==> src/rtl/c2h_credit_mgr_pkg.sv <==
// Shared constants, state encoding and packet-credit helper for the C2H credit manager.
package c2h_credit_pkg;

   localparam int TM_DSC_BITS  = 16;
   localparam int QID_WIDTH    = 11;
   localparam int CREDIT_BYTES = 4096;

   typedef enum logic [1:0] {
      ST_IDLE = 2'd0,
      ST_CALC = 2'd1,
      ST_RUN  = 2'd2,
      ST_DONE = 2'd3
   } c2h_state_e;

   // Descriptors consumed by one packet: ceil(bytes / CREDIT_BYTES), never below 1.
   function automatic logic [15:0] pkt_credits(input logic [15:0] bytes);
      if (bytes < 16'(CREDIT_BYTES)) begin
         return 16'd1;
      end
      return {12'd0, bytes[15:12]} + {15'd0, |bytes[11:0]};
   endfunction

endpackage

==> src/rtl/c2h_credit_mgr_if.sv <==
// QDMA descriptor-status channel: master drives the status fields, slave returns rdy.
interface c2h_credit_mgr_if #(
   parameter int QID_W = c2h_credit_pkg::QID_WIDTH
);

   logic             vld;
   logic             qen;
   logic             byp;
   logic             dir;
   logic             mm;
   logic             qinv;
   logic             irq_arm;
   logic [QID_W-1:0] qid;
   logic [15:0]      avl;
   logic             rdy;

   modport master (
      output vld, qen, byp, dir, mm, qinv, irq_arm, qid, avl,
      input  rdy
   );

   modport slave (
      input  vld, qen, byp, dir, mm, qinv, irq_arm, qid, avl,
      output rdy
   );

endinterface

==> src/rtl/c2h_credit_mgr_mul.sv <==
// Bit-serial shift-add multiplier: one multiplier bit per cycle, BW cycles per product,
// result saturated to AW bits.
module credit_mul #(
   parameter int AW = 16,
   parameter int BW = 16
) (
   input  logic          axi_aclk,
   input  logic          user_resetn,
   input  logic          start_i,
   input  logic          clr_i,
   input  logic [AW-1:0] a_i,
   input  logic [BW-1:0] b_i,
   output logic          done_o,
   output logic [AW-1:0] prod_o
);

   localparam int PW = AW + BW;
   localparam int CW = $clog2(BW + 1);

   logic [PW-1:0] mcand_q, mcand_d;
   logic [PW-1:0] acc_q, acc_d;
   logic [BW-1:0] mplier_q, mplier_d;
   logic [CW-1:0] cnt_q, cnt_d;
   logic          done_q, done_d;

   always_comb begin
      mcand_d  = mcand_q;
      acc_d    = acc_q;
      mplier_d = mplier_q;
      cnt_d    = cnt_q;
      done_d   = 1'b0;
      if (clr_i) begin
         mcand_d  = '0;
         acc_d    = '0;
         mplier_d = '0;
         cnt_d    = '0;
      end else if (start_i) begin
         mcand_d  = PW'(a_i);
         acc_d    = '0;
         mplier_d = b_i;
         cnt_d    = CW'(BW);
      end else if (cnt_q != '0) begin
         if (mplier_q[0]) begin
            acc_d = acc_q + mcand_q;
         end
         mcand_d  = mcand_q << 1;
         mplier_d = mplier_q >> 1;
         cnt_d    = cnt_q - CW'(1);
         done_d   = (cnt_q == CW'(1));
      end
   end

   always_ff @(posedge axi_aclk or negedge user_resetn) begin
      if (!user_resetn) begin
         mcand_q  <= '0;
         acc_q    <= '0;
         mplier_q <= '0;
         cnt_q    <= '0;
         done_q   <= 1'b0;
      end else begin
         mcand_q  <= mcand_d;
         acc_q    <= acc_d;
         mplier_q <= mplier_d;
         cnt_q    <= cnt_d;
         done_q   <= done_d;
      end
   end

   // Full-width accumulator cannot wrap, so any upper bit set means the result overflowed.
   assign done_o = done_q;
   assign prod_o = (|acc_q[PW-1:AW]) ? '1 : acc_q[AW-1:0];

endmodule

==> src/rtl/c2h_credit_mgr.sv <==
// C2H credit manager: sizes a run in descriptors, then forwards descriptor-status credits
// for the generator's queue as single-cycle credit_updt pulses until the run is covered.
//
// state   | meaning
// --------+---------------------------------------------------------------
// IDLE    | waiting for a rising edge of control_reg[1]
// CALC    | serial multiply perpkt * num_pkt in progress
// RUN     | accepting matching statuses, pulsing pending credits
// DONE    | run covered; flush last pending credits, wait for enable drop
module c2h_credit_mgr #(
   parameter int TM_DSC_BITS = c2h_credit_pkg::TM_DSC_BITS,
   parameter int QID_WIDTH   = c2h_credit_pkg::QID_WIDTH
) (
   input  logic                   axi_aclk,
   input  logic                   user_resetn,
   input  logic [31:0]            control_reg,
   input  logic [QID_WIDTH-1:0]   c2h_qid,
   input  logic [15:0]            txr_size,
   input  logic [15:0]            num_pkt,
   input  logic                   c2h_end,
   c2h_credit_mgr_if.slave        tm_dsc_sts,
   output logic [TM_DSC_BITS-1:0] credit_in,
   output logic [TM_DSC_BITS-1:0] credit_perpkt_in,
   output logic [TM_DSC_BITS-1:0] credit_needed,
   output logic                   credit_updt
);

   import c2h_credit_pkg::*;

   c2h_state_e             state_q, state_d;
   logic                   en_prev_q;
   logic                   rdy_q;
   logic                   updt_q, updt_d;
   logic [TM_DSC_BITS-1:0] pend_q, pend_d;
   logic [TM_DSC_BITS-1:0] grant_q, grant_d;
   logic [TM_DSC_BITS-1:0] cin_q, cin_d;
   logic [TM_DSC_BITS-1:0] perpkt_lat_q, perpkt_lat_d;
   logic [TM_DSC_BITS-1:0] perpkt_q, perpkt_d;
   logic [TM_DSC_BITS-1:0] needed_q, needed_d;

   logic                   run_en, start_rise, abort;
   logic                   sts_hit, qinv_hit, avl_hit;
   logic [TM_DSC_BITS-1:0] perpkt_new, avl_add, pend_sum, grant_sum;
   logic [TM_DSC_BITS:0]   pend_wide, grant_wide;
   logic                   mul_start, mul_clr, mul_done;
   logic [TM_DSC_BITS-1:0] mul_prod;
   logic                   unused_ok;

   assign run_en     = control_reg[1];
   assign start_rise = run_en & ~en_prev_q;
   assign abort      = (state_q != ST_IDLE) & (~run_en | c2h_end);

   assign sts_hit  = tm_dsc_sts.vld & rdy_q & tm_dsc_sts.qen & tm_dsc_sts.dir
                   & ~tm_dsc_sts.mm & (tm_dsc_sts.qid == c2h_qid);
   assign qinv_hit = sts_hit & tm_dsc_sts.qinv;
   assign avl_hit  = sts_hit & ~tm_dsc_sts.qinv & (state_q == ST_RUN);

   assign perpkt_new = TM_DSC_BITS'(pkt_credits(txr_size));
   assign avl_add    = avl_hit ? TM_DSC_BITS'(tm_dsc_sts.avl) : '0;

   assign pend_wide  = {1'b0, pend_q} + {1'b0, avl_add};
   assign grant_wide = {1'b0, grant_q} + {1'b0, avl_add};
   assign pend_sum   = pend_wide[TM_DSC_BITS] ? '1 : pend_wide[TM_DSC_BITS-1:0];
   assign grant_sum  = grant_wide[TM_DSC_BITS] ? '1 : grant_wide[TM_DSC_BITS-1:0];

   credit_mul #(
      .AW (TM_DSC_BITS),
      .BW (16)
   ) u_mul (
      .axi_aclk    (axi_aclk),
      .user_resetn (user_resetn),
      .start_i     (mul_start),
      .clr_i       (mul_clr),
      .a_i         (perpkt_new),
      .b_i         (num_pkt),
      .done_o      (mul_done),
      .prod_o      (mul_prod)
   );

   always_comb begin
      state_d      = state_q;
      pend_d       = pend_q;
      grant_d      = grant_q;
      updt_d       = 1'b0;
      cin_d        = cin_q;
      perpkt_lat_d = perpkt_lat_q;
      perpkt_d     = perpkt_q;
      needed_d     = needed_q;
      mul_start    = 1'b0;
      mul_clr      = 1'b0;

      if (qinv_hit || abort) begin
         state_d = ST_IDLE;
         pend_d  = '0;
         grant_d = '0;
         mul_clr = 1'b1;
      end else begin
         case (state_q)
            ST_IDLE: begin
               if (start_rise) begin
                  state_d      = ST_CALC;
                  perpkt_lat_d = perpkt_new;
                  mul_start    = 1'b1;
               end
            end
            ST_CALC: begin
               if (mul_done) begin
                  state_d  = ST_RUN;
                  perpkt_d = perpkt_lat_q;
                  needed_d = mul_prod;
               end
            end
            ST_RUN, ST_DONE: begin
               if (avl_hit) begin
                  grant_d = grant_sum;
                  if (grant_sum >= needed_q) begin
                     state_d = ST_DONE;
                  end
               end
               // The arrival is folded in before the pulse decision, so a status
               // that lands in a pulse cycle waits in pending for the next one.
               if ((pend_sum != '0) && !updt_q) begin
                  updt_d = 1'b1;
                  cin_d  = pend_sum;
                  pend_d = '0;
               end else begin
                  pend_d = pend_sum;
               end
            end
            default: state_d = ST_IDLE;
         endcase
      end
   end

   always_ff @(posedge axi_aclk or negedge user_resetn) begin
      if (!user_resetn) begin
         state_q      <= ST_IDLE;
         en_prev_q    <= 1'b1;
         rdy_q        <= 1'b0;
         updt_q       <= 1'b0;
         pend_q       <= '0;
         grant_q      <= '0;
         cin_q        <= '0;
         perpkt_lat_q <= '0;
         perpkt_q     <= '0;
         needed_q     <= '0;
      end else begin
         state_q      <= state_d;
         en_prev_q    <= run_en;
         rdy_q        <= 1'b1;
         updt_q       <= updt_d;
         pend_q       <= pend_d;
         grant_q      <= grant_d;
         cin_q        <= cin_d;
         perpkt_lat_q <= perpkt_lat_d;
         perpkt_q     <= perpkt_d;
         needed_q     <= needed_d;
      end
   end

   // en_prev_q resets high so an enable held through reset is not seen as a new start.
   assign tm_dsc_sts.rdy   = rdy_q;
   assign credit_in        = cin_q;
   assign credit_perpkt_in = perpkt_q;
   assign credit_needed    = needed_q;
   assign credit_updt      = updt_q;

   assign unused_ok = ^{control_reg[31:2], control_reg[0], tm_dsc_sts.byp, tm_dsc_sts.irq_arm};

endmodule

==> src/flat_wrapper.sv <==
// flat-port wrapper written by rule: the top's interface ports become plain ports
module c2h_credit_mgr_flat import c2h_credit_pkg::*;
#(
   parameter int TM_DSC_BITS = c2h_credit_pkg::TM_DSC_BITS,
   parameter int QID_WIDTH   = c2h_credit_pkg::QID_WIDTH
)
  (axi_aclk, user_resetn, control_reg, c2h_qid, txr_size, num_pkt, c2h_end, credit_in, credit_perpkt_in, credit_needed, credit_updt, tm_dsc_sts_vld, tm_dsc_sts_qen, tm_dsc_sts_byp, tm_dsc_sts_dir, tm_dsc_sts_mm, tm_dsc_sts_qinv, tm_dsc_sts_irq_arm, tm_dsc_sts_qid, tm_dsc_sts_avl, tm_dsc_sts_rdy);
  c2h_credit_mgr_if tm_dsc_sts_i ();
  input  logic axi_aclk;
  input  logic user_resetn;
  input  logic [31:0] control_reg;
  input  logic [QID_WIDTH-1:0] c2h_qid;
  input  logic [15:0] txr_size;
  input  logic [15:0] num_pkt;
  input  logic c2h_end;
  output logic [TM_DSC_BITS-1:0] credit_in;
  output logic [TM_DSC_BITS-1:0] credit_perpkt_in;
  output logic [TM_DSC_BITS-1:0] credit_needed;
  output logic credit_updt;
  input wire logic [$bits(tm_dsc_sts_i.vld)-1:0] tm_dsc_sts_vld;
  input wire logic [$bits(tm_dsc_sts_i.qen)-1:0] tm_dsc_sts_qen;
  input wire logic [$bits(tm_dsc_sts_i.byp)-1:0] tm_dsc_sts_byp;
  input wire logic [$bits(tm_dsc_sts_i.dir)-1:0] tm_dsc_sts_dir;
  input wire logic [$bits(tm_dsc_sts_i.mm)-1:0] tm_dsc_sts_mm;
  input wire logic [$bits(tm_dsc_sts_i.qinv)-1:0] tm_dsc_sts_qinv;
  input wire logic [$bits(tm_dsc_sts_i.irq_arm)-1:0] tm_dsc_sts_irq_arm;
  input wire logic [$bits(tm_dsc_sts_i.qid)-1:0] tm_dsc_sts_qid;
  input wire logic [$bits(tm_dsc_sts_i.avl)-1:0] tm_dsc_sts_avl;
  output wire logic [$bits(tm_dsc_sts_i.rdy)-1:0] tm_dsc_sts_rdy;
  assign tm_dsc_sts_i.vld = tm_dsc_sts_vld;
  assign tm_dsc_sts_i.qen = tm_dsc_sts_qen;
  assign tm_dsc_sts_i.byp = tm_dsc_sts_byp;
  assign tm_dsc_sts_i.dir = tm_dsc_sts_dir;
  assign tm_dsc_sts_i.mm = tm_dsc_sts_mm;
  assign tm_dsc_sts_i.qinv = tm_dsc_sts_qinv;
  assign tm_dsc_sts_i.irq_arm = tm_dsc_sts_irq_arm;
  assign tm_dsc_sts_i.qid = tm_dsc_sts_qid;
  assign tm_dsc_sts_i.avl = tm_dsc_sts_avl;
  assign tm_dsc_sts_rdy = tm_dsc_sts_i.rdy;
  c2h_credit_mgr #(.TM_DSC_BITS(TM_DSC_BITS), .QID_WIDTH(QID_WIDTH)) u_core (.axi_aclk(axi_aclk), .user_resetn(user_resetn), .control_reg(control_reg), .c2h_qid(c2h_qid), .txr_size(txr_size), .num_pkt(num_pkt), .c2h_end(c2h_end), .tm_dsc_sts(tm_dsc_sts_i), .credit_in(credit_in), .credit_perpkt_in(credit_perpkt_in), .credit_needed(credit_needed), .credit_updt(credit_updt));
endmodule
==> config.mk <==
export PLATFORM = sky130hd
export DESIGN_NAME = c2h_credit_mgr_flat
export DESIGN_NICKNAME = d
export VERILOG_FILES = /design/src/rtl/c2h_credit_mgr_pkg.sv /design/src/rtl/c2h_credit_mgr_if.sv /design/src/rtl/c2h_credit_mgr_mul.sv /design/src/rtl/c2h_credit_mgr.sv /design/src/flat_wrapper.sv
export SDC_FILE = /design/constraint.sdc
export NUM_CORES = 1
export LEC_CHECK = 0
export CELL_PAD_IN_SITES_DETAIL_PLACEMENT = 0
export CELL_PAD_IN_SITES_GLOBAL_PLACEMENT = 1
export CORE_UTILIZATION = 40
export CTS_CLUSTER_SIZE = 8
export DETAILED_ROUTE_END_ITERATION = 8
export PLACE_DENSITY = 0.84
export SYNTH_ARGS = -nofsm -noshare
export SYNTH_HDL_FRONTEND = slang
export SYNTH_SLANG_ARGS = --single-unit
==> constraint.sdc <==
create_clock -name axi_aclk -period 6.2 [get_ports axi_aclk]
set_input_delay 1.24 -clock axi_aclk [delete_from_list [all_inputs] [get_ports axi_aclk]]
set_output_delay 1.24 -clock axi_aclk [all_outputs]
set_load 0.05 [all_outputs]
# == Yosys cells after proc, flatten, opt, wreduce, memory -nomap -nowiden ==
# Cells that the tools add are included.
# op_classes
n_reduce_logical,20
div_mod_pow,0
shift,0
n_addsub,5
bitwise_logic,16
mux,42
multipliers,0
n_eq_ne,9
order_cmp,2
# ops
cell,n
16-bit 2-to-1 mux,15
32-bit 2-to-1 mux,7
16-bit by 16-bit adder with 17-bit output,2
32-bit adder,1
16-bit greater-or-equal comparator,1
16-bit by 13-bit less-than comparator with 1-bit output (second input constant),1
16-bit nonzero test,1
16-bit OR reduction,1
5-bit 2-to-1 mux,3
12-bit OR reduction,1
11-bit == test,1
1-bit 2-to-1 mux,11
1-bit bitwise AND,10
2-bit 2-to-1 mux,5
3-bit by 1-bit != test with 1-bit output (second input constant),3
3-bit AND reduction,3
2-bit one-hot mux with 3 select lines,1
2-bit nonzero test,3
3-bit nonzero test,2
4-bit by 1-bit adder with 5-bit output,1
5-bit by 1-bit == test with 1-bit output (second input constant),1
1-bit inverter,5
5-bit nonzero test,1
5-bit by 1-bit subtractor with 5-bit output (second input constant),1
other kinds (11),13
# word_totals
romBits,0
memories,0
ff_bits,187
mem_bits_rw,0
in_bits,112
latchBits,0

# == Depth between registers and ports, before layout ==
# Gate-level depths: netlist (run 1).
# logic_depth
ltp_word,15
ltp_mapped,29
ltp_nobuf,26

# == Modules after synthesis ==
# From an unflattened synthesis (run 1), not the netlist that was laid out.
# unflattened
cells_unflattened,1373
area_unflattened_um2,11512.3
# by_module_without_submodules
mod,area_per_inst_um2,n_inst,cells_per_inst
c2h_credit_mgr,5952.0,1,661
credit_mul,5560.3,1,712

# == Worst setup path after synthesis (run 1) ==
# OpenSTA, ideal clock, no wires.
# synth_timing
kind,input -> register
startpoint,input port tm_dsc_sts_mm
endpoint,register u_core.state_q[0]
setup_slack_ps,-351
path_buffers,3
cell_stages,29
setup_ps,118
arrival_ps,6433
cell_sequence,and4b_1 -> clkbuf_1 -> nand2_1 -> nor4_1 -> clkbuf_1 -> and3_1 -> ha_1 -> a21o_1 -> a21oi_1 -> o21bai_1 -> a21o_1 -> a31oi_1 -> nor2b_1 -> o41a_1 -> a31o_2 -> clkbuf_1 -> nor2_1 -> ha_1 -> nand2b_1 -> a21o_1 -> a21o_1 -> a21oi_1 -> nor2b_1 -> o21ai_0 -> a21oi_1 -> a221o_1 -> a31oi_1 -> a211oi_1 -> a21o_1
# synth_between
elab_chain_len,11
elab_cells_between_ends,17
# synth_lines
element,line_no,text
"start, declared",flat_wrapper.sv:24,input wire logic [$bits(tm_dsc_sts_i.mm)-1:0] tm_dsc_sts_mm;
1-bit inverter *,c2h_credit_mgr.sv:54,& ~tm_dsc_sts.mm & (tm_dsc_sts.qid == c2h_qid);
1-bit bitwise AND * (2 in a row),c2h_credit_mgr.sv:54,
1-bit bitwise AND (2 in a row),c2h_credit_mgr.sv:56,assign avl_hit = sts_hit & ~tm_dsc_sts.qinv & (state_q == ST_RUN);
16-bit 2-to-1 mux,c2h_credit_mgr.sv:59,assign avl_add = avl_hit ? TM_DSC_BITS'(tm_dsc_sts.avl) : '0;
16-bit by 16-bit adder with 17-bit output,c2h_credit_mgr.sv:62,"assign grant_wide = {1'b0, grant_q} + {1'b0, avl_add};"
16-bit 2-to-1 mux,c2h_credit_mgr.sv:64,assign grant_sum = grant_wide[TM_DSC_BITS] ? '1 : grant_wide[TM_DSC_BITS-1:0];
16-bit greater-or-equal comparator,c2h_credit_mgr.sv:116,if (grant_sum >= needed_q) begin
3-bit by 1-bit != test with 1-bit output (no line),n/a,
4-bit AND reduction (no line),n/a,
"end signal, assigned",c2h_credit_mgr.sv:148,state_q <= state_d;
"end, declared",c2h_credit_mgr.sv:30,"c2h_state_e state_q, state_d;"
# Every way passes the cells marked *; elsewhere a longest branch is shown, timed or not.
# A chain may end at the register's enable or synchronous reset.

# == Final worst setup path (run 1) ==
# layout_timing
startpoint,input port tm_dsc_sts_qid[8]
endpoint,register u_core.state_q[0]
# layout_between
elab_chain_len,10
elab_cells_between_ends,16
# layout_lines
element,line_no,text
"start, declared",flat_wrapper.sv:27,input wire logic [$bits(tm_dsc_sts_i.qid)-1:0] tm_dsc_sts_qid;
11-bit == test *,c2h_credit_mgr.sv:54,
1-bit bitwise AND *,c2h_credit_mgr.sv:54,
1-bit bitwise AND (2 in a row),c2h_credit_mgr.sv:56,
16-bit 2-to-1 mux,c2h_credit_mgr.sv:59,
16-bit by 16-bit adder with 17-bit output,c2h_credit_mgr.sv:62,
16-bit 2-to-1 mux,c2h_credit_mgr.sv:64,
16-bit greater-or-equal comparator,c2h_credit_mgr.sv:116,
3-bit by 1-bit != test with 1-bit output (no line),n/a,
4-bit AND reduction (no line),n/a,
# Marks and branches as above.

==> impl_metrics.tcl, run 1 <==
set metrics [dict create \
    outcome "complete, no violations" \
    reg2reg_to "u_core.state_q[0]" \
    wire_per_inst_um 15.8 \
    antenna_found_initial 0 \
    placeableCoreArea_mm2 0.0260 \
    r2r_cells 24 \
    start_kind "input port" \
    ys_ff_latch 165 \
    syn-cell-area_mm2 0.0106 \
    yosys_warnings 0 \
    yosysUniqueCellTypes 66 \
    rows 59 \
    first_pass_iters 5 \
    rsz0062_at_grt "no" \
    p_leak_nw 6.75 \
    antenna_cells 0 \
    tns_ns 0 \
    die_w_um 165 \
    synth_area_leaders "dfrtp_1 (39%), ha_1 (9.9%), nand2_1 (6.5%)" \
    synth-edff-count 0 \
    synth_top_area_frac 0.387 \
    met2_length_um 14300 \
    hold_path_class "register to register" \
    io_buffer_count 117 \
    die_area_mm2 0.0271 \
    crit_path_end_kind "register" \
    root_buffer "clkbuf_16" \
    drv_cap 0 \
    synthArstFlopShare 1.00 \
    synth_common_cells "nand2_1 (183), dfrtp_1 (164), a21oi_1 (109)" \
    clk_latency_ns 0.44 \
    grt_util_all_layers 0.213 \
    cts_sinks 165 \
    yosysMostFrequentCell "nand2_1" \
    crit_start "tm_dsc_sts_qid[8]" \
    ctsHoldBuffers 0 \
    fmax_mhz 169 \
    ir_drop_mv 0.246 \
    path_max_fanout 5 \
    place_ws_ns -0.773 \
    clkTransAtPathRegs_ns 0.07 \
    critPathRequiredTime_ns 6.52 \
    htree_num_levels 4 \
    vias_per_cell 5.34 \
    nets 1600 \
    drive_gt1_frac 0.126 \
    drtIter0Drc 507 \
    cts_buffers 17 \
    slew_viol_final 0 \
    wl_met1_um 12100 \
    dp_hpwl_um 20500 \
    nFillCells 2461 \
    ff2ff_setup_slack_ns 1.24 \
    hold_viol 0 \
    r2r-start "u_core.state_q[1]" \
    slew_headroom 0.194 \
    synthFlopType "dfrtp_1" \
    crit_end "u_core.state_q[0]" \
    ant_nets 0 \
    io-pin-count 162 \
    setup.worst_path.class "input port to register" \
    power-per-cell-area_mw_per_mm2 274 \
    drt_wl_total_um 27700 \
    initial_core_util 0.408 \
    cts_buffer_depth 2 \
    grt_pass1_wl_um 45600 \
    final_cells 1750 \
    routabilityCongestion 0.918 \
    grt_pass1_vias 9257 \
    layout_setup_ws_ns 0.284 \
    ys_seq_area_frac 0.390 \
    final_cell_area_mm2 0.0134 \
    post_dp_cell_area_mm2 0.0126 \
    clock_skew_ns 0.0119 \
    overflow 0 \
    syn_to_final_growth_pct 26.5 \
    grt_max_degree 68 \
    avgSynthCellArea_um2 8.65 \
    worst_pin_slew_ns 1.21 \
    finalCritPeriodShare 0.954 \
    wl_met3_um 916 \
    vias 9349 \
    layout_min_cycle_time_ns 5.92 \
    cts_tree "built" \
    syn_inst 1225 \
    top_layer_used "met4" \
    dp_cells 1711 \
    drc 0 \
    crit_arrival_ns 6.24 \
    dieHeight_um 165 \
    synth_top_area_cell "dfrtp_1" \
    setup_viol 0 \
]
==> how the worst min path moves through the flow <==
stage,start,endpoint,slack [ns],depth (start not counted)
finish,u_core.perpkt_lat_q[0],u_core.perpkt_lat_q[0],0.47,2
global route,u_core.perpkt_lat_q[0],u_core.perpkt_lat_q[0],0.50,2
CTS,u_core.perpkt_lat_q[0],u_core.perpkt_lat_q[0],0.48,2
detailed placement,u_core.perpkt_lat_q[0],u_core.perpkt_lat_q[0],0.46,2
global placement,u_core.credit_in[12],u_core.credit_in[12],0.46,1
floorplan,u_core.perpkt_lat_q[2],u_core.perpkt_lat_q[2],0.44,2
==> cell usage in the layout, fill, tap and decap left out, types with 5 or more instances in the layout <==
master,synthesis,layout
dlygate4sd2_1,0,11
nand3_1,18,17
a22o_1,7,7
o211ai_1,6,6
xnor2_2,0,10
nand2_1,183,182
nor3_1,28,28
inv_6,0,6
o31ai_1,7,7
xnor2_1,43,33
o21a_1,8,8
a21oi_1,109,106
dlymetal6s2s_1,0,11
dfrtp_1,164,164
inv_1,41,41
o21bai_1,8,8
and4_1,6,6
o21ai_0,96,94
a31oi_1,13,11
mux2i_1,13,13
nor2b_1,10,9
conb_1,2,12
or2_2,11,10
mux2_2,6,6
nand4_1,14,14
nand2b_1,14,14
ha_1,84,83
a21o_1,41,41
and3_1,23,23
nor2_1,103,102
and2_1,5,5
clkdlybuf4s50_1,0,94
buf_4,13,95
nor4_1,13,12
a211oi_1,6,6
clkbuf_16,0,17
xor2_1,20,20
==> critical path, stage by stage <==
cell and delay [ns]:
dlygate4sd2_1 0.26, xnor2_2 0.18, nand4_1 0.22, nor4_4 0.39, and3_1 0.24, ha_1 0.24, a21o_1 0.17, a21oi_2 0.16
o21bai_1 0.09, a21o_1 0.18, a31oi_2 0.19, nor2b_2 0.07, o41a_1 0.35, a31o_4 0.28, or2_4 0.25, ha_4 0.21
a21o_1 0.18, a21o_1 0.17, a21oi_1 0.11, nor2b_1 0.06, o21ai_1 0.15, a21oi_2 0.09, a221o_1 0.35, a31oi_2 0.15
a211oi_1 0.09, a21o_1 0.17
==> power by group <==
part	leakage (nW)	internal (mW)	switching, mW	total [mW]
combinational	4.30	0.408	0.838	1.25
sequential	2.17	1.24	0.132	1.37
clock	0.285	0.578	0.483	1.06
total	6.75	2.23	1.45	3.68
==> cell type report <==
class                   instances  area (µm²)  area share
clock inverters                13         143      0.0106
repair buffers                215        1940       0.144
clock buffers                  18         439      0.0328
well taps                     335         419      0.0313
flip-flops and latches        165        4130       0.308
multi-input cells             963        6180       0.461
inverters                      41         154      0.0115
==> what timing repair did <==
item | in CTS | in global routing
endpoints found under the setup margin | 12 | 1
setup buffers | 6 | 1
hold endpoints to repair | 0 | 0
resized for setup | 29 | 18
cloned | 1 | 0
pin swaps | 26 | 15
==> through the flow <==
stage               power (mW)  hold WS, ns   util
floorplan                 2.19        0.440      -
global placement          2.61        0.460  0.485
detailed placement        2.64        0.460  0.485
CTS                       3.72        0.476  0.513
global route              3.90        0.499  0.516
finish                    3.68        0.475  0.516
==> routing by layer <==
layer,global-route usage,up-vias
li1,-,4680
met1,0.258,4474
met2,0.393,165
met3,0.0256,30
met4,0.0605,0
met5,0,-
==> registers in the layout (all words and copies together), names as in the netlist <==
name / cells
u_core.credit_updt: 1
u_core.credit_needed: 16
u_core.u_mul.done_o: 1
u_core.en_prev_q: 1
u_core.credit_in: 16
u_core.u_mul.cnt_q: 5
u_core.u_mul.mcand_q: 32
u_core.u_mul.acc_q: 32
u_core.grant_q: 16
u_core.tm_dsc_sts.rdy: 1
u_core.perpkt_lat_q: 5
u_core.pend_q: 16
u_core.credit_perpkt_in: 5
u_core.u_mul.mplier_q: 16
u_core.state_q: 2
==> cell families after synthesis <==
kind of cell               after synthesis  synth area share
and+or+nand+nor                        443             0.194
adders and majority gates               85             0.101
DFF                                    165             0.390
other                                    2          0.000709
buffers and inverters                  107            0.0455
muxes                                   20            0.0197
xor gates and xnor gates                63            0.0521
AOI/OAI and AO/OA                      340             0.197
Note: power is estimated with default switching activity, not from simulation.
==> run 2: changes to the inputs <==
Settings changed: CELL_PAD_IN_SITES_DETAIL_PLACEMENT 0 to 1.
==> impl_metrics.tcl, run 2 (synthesis results as in run 1) <==
set metrics [dict create \
    crit_arrival_ns 6.41 \
    vias 9871 \
    clock_skew_ns 0.0128 \
    clk_latency_ns 0.45 \
    cts_sinks 165 \
    antenna_cells 0 \
    antenna_found_initial 0 \
    final_cells 1758 \
    reg_top3 "u_core.u_mul.acc_q (32), u_core.u_mul.mcand_q (32)" \
    htree_num_levels 4 \
    final_cell_area_mm2 0.0136 \
    slew_headroom 0.214 \
    critical-path-slowest-cell "clkdlybuf4s50_1" \
    final_common_cell "nand2_1" \
    overflow 0 \
    r2r_cells 24 \
    outcome "complete, no violations" \
    setup.worst_path.class "input port to register" \
    io_buffer_count 117 \
    critPathTopFamily "compound AO/OA/AOI/OAI gates" \
    root_buffer "clkbuf_16" \
    grt_util_all_layers 0.249 \
    cts_buffer_depth 2 \
    syn_to_final_growth_pct 28.1 \
    ctsHoldBuffers 0 \
    path_buf_inv 1 \
    path_max_fanout 3 \
    slew_viol_final 0 \
    worst_pin_slew_ns 1.18 \
    p_leak_nw 6.80 \
    nFillCells 2995 \
    rows 59 \
    cts_tree "built" \
    wire_per_inst_um 19.0 \
    die_area_mm2 0.0271 \
    hold_depth 2 \
    routabilityCongestion 0.918 \
    grt_pass1_wl_um 52800 \
    finalCritPeriodShare 0.979 \
    vias_per_cell 5.61 \
    clkTransAtPathRegs_ns 0.07 \
    dp_hpwl_um 24200 \
    io-pin-count 162 \
    dp_cells 1711 \
    cts_buffers 17 \
    max_stage_delay_ns 0.44 \
    setup_viol 0 \
    die_w_um 165 \
    fmax_mhz 165 \
    ir_drop_mv 0.211 \
    grt_pass1_vias 10500 \
    first_pass_iters 5 \
    power-per-cell-area_mw_per_mm2 279 \
    tns_ns 0 \
    ant_nets 0 \
    p_total_mw 3.79 \
    cp.depth 26 \
    drive_gt1_frac 0.138 \
    post_dp_cell_area_mm2 0.0126 \
    drc 0 \
    hold_viol 0 \
    drv_cap 0 \
    timing.hold.ws_ns 0.481 \
    layout_min_cycle_time_ns 6.07 \
    crit_path_frequent_cell "a21o_1" \
    dieHeight_um 165 \
    initial_core_util 0.408 \
    drtIter0Drc 482 \
    final_cell_mix "nand2_1 (182), dfrtp_1 (164), a21oi_1 (105)" \
    nets 1607 \
    hold_path_class "register to register" \
    crit_path_end_kind "register" \
    critPathRequiredTime_ns 6.54 \
    placeableCoreArea_mm2 0.0260 \
    drt_wl_total_um 33400 \
    grt_max_degree 68 \
    start_kind "input port" \
]
-- run 2: changes by cell type in the layout (fill, tap and decap cells not counted), sizes merged --
cell | before | now
clkinvlp | 1 | 4
buf | 99 | 106
dlymetal6s2s | 11 | 12
clkdlybuf4s15 | 0 | 2
inv | 49 | 47
dlygate4sd2 | 11 | 8
-- run 2: power by group --
part | leakage [nW] | total (mW) | internal [mW] | switching (mW)
Combinational | 4.35 | 1.33 | 0.424 | 0.902
Sequential | 2.17 | 1.38 | 1.24 | 0.138
Clock | 0.277 | 1.08 | 0.573 | 0.510
-- run 2: layout make-up --
cell class              count  area [µm²]  share of cell area
multi-input cells         963        6280               0.462
flip-flops and latches    165        4130               0.304
repair buffers            222        2000               0.147
clock buffers              18         429              0.0316
well taps                 335         419              0.0309
clock inverters            14         164              0.0121
inverters                  41         154              0.0113
-- run 2: metal layers --
metal | track usage | wire (µm) | vias to the layer above
met5 | 0 | 0 | -
met4 | 0.0721 | 663 | 0
met1 | 0.277 | 13300 | 4965
met2 | 0.484 | 18500 | 172
met3 | 0.0357 | 973 | 55
li1 | - | - | 4679
-- run 2: path summary, 6_finish.rpt --
| kind | slack, ns | to | startpoint |
|---|---|---|---|
| worst max-delay path | 0.13 | u_core.state_q[0] | tm_dsc_sts_qid[10] |
| worst min-delay path | 0.48 | u_core.perpkt_lat_q[0] | u_core.perpkt_lat_q[0] |
| worst max register to register | 1.02 | u_core.state_q[0] | u_core.state_q[1] |
| worst min register to register | 0.48 | u_core.perpkt_lat_q[0] | u_core.perpkt_lat_q[0] |
| max in group asynchronous | 4.17 | u_core.u_mul.mcand_q[12] | user_resetn |
| min in group asynchronous | 0.76 | u_core.pend_q[1] | user_resetn |
-- run 2: through the flow --
stage                     utilization  worst slack, ns
after floorplan                     -           0.0208
after global placement          0.485           -0.651
after detailed placement        0.485           -0.790
after CTS                       0.516          0.00791
after global routing            0.522          -0.0898
final                           0.522            0.131
-- run 2: repair_timing --
item | 4_1_cts | 5_1_grt
pin swaps | 28 | 29
buffers inserted | 12 | 3
endpoints found under the setup margin | 3 | 6
gates resized for setup | 34 | 30
-- run 2: tightest hold or removal path, stage by stage, from the launching register on --
cell	delay (ns)
dfrtp_1	0.34
nand2_1	0.05
nand2_1	0.06
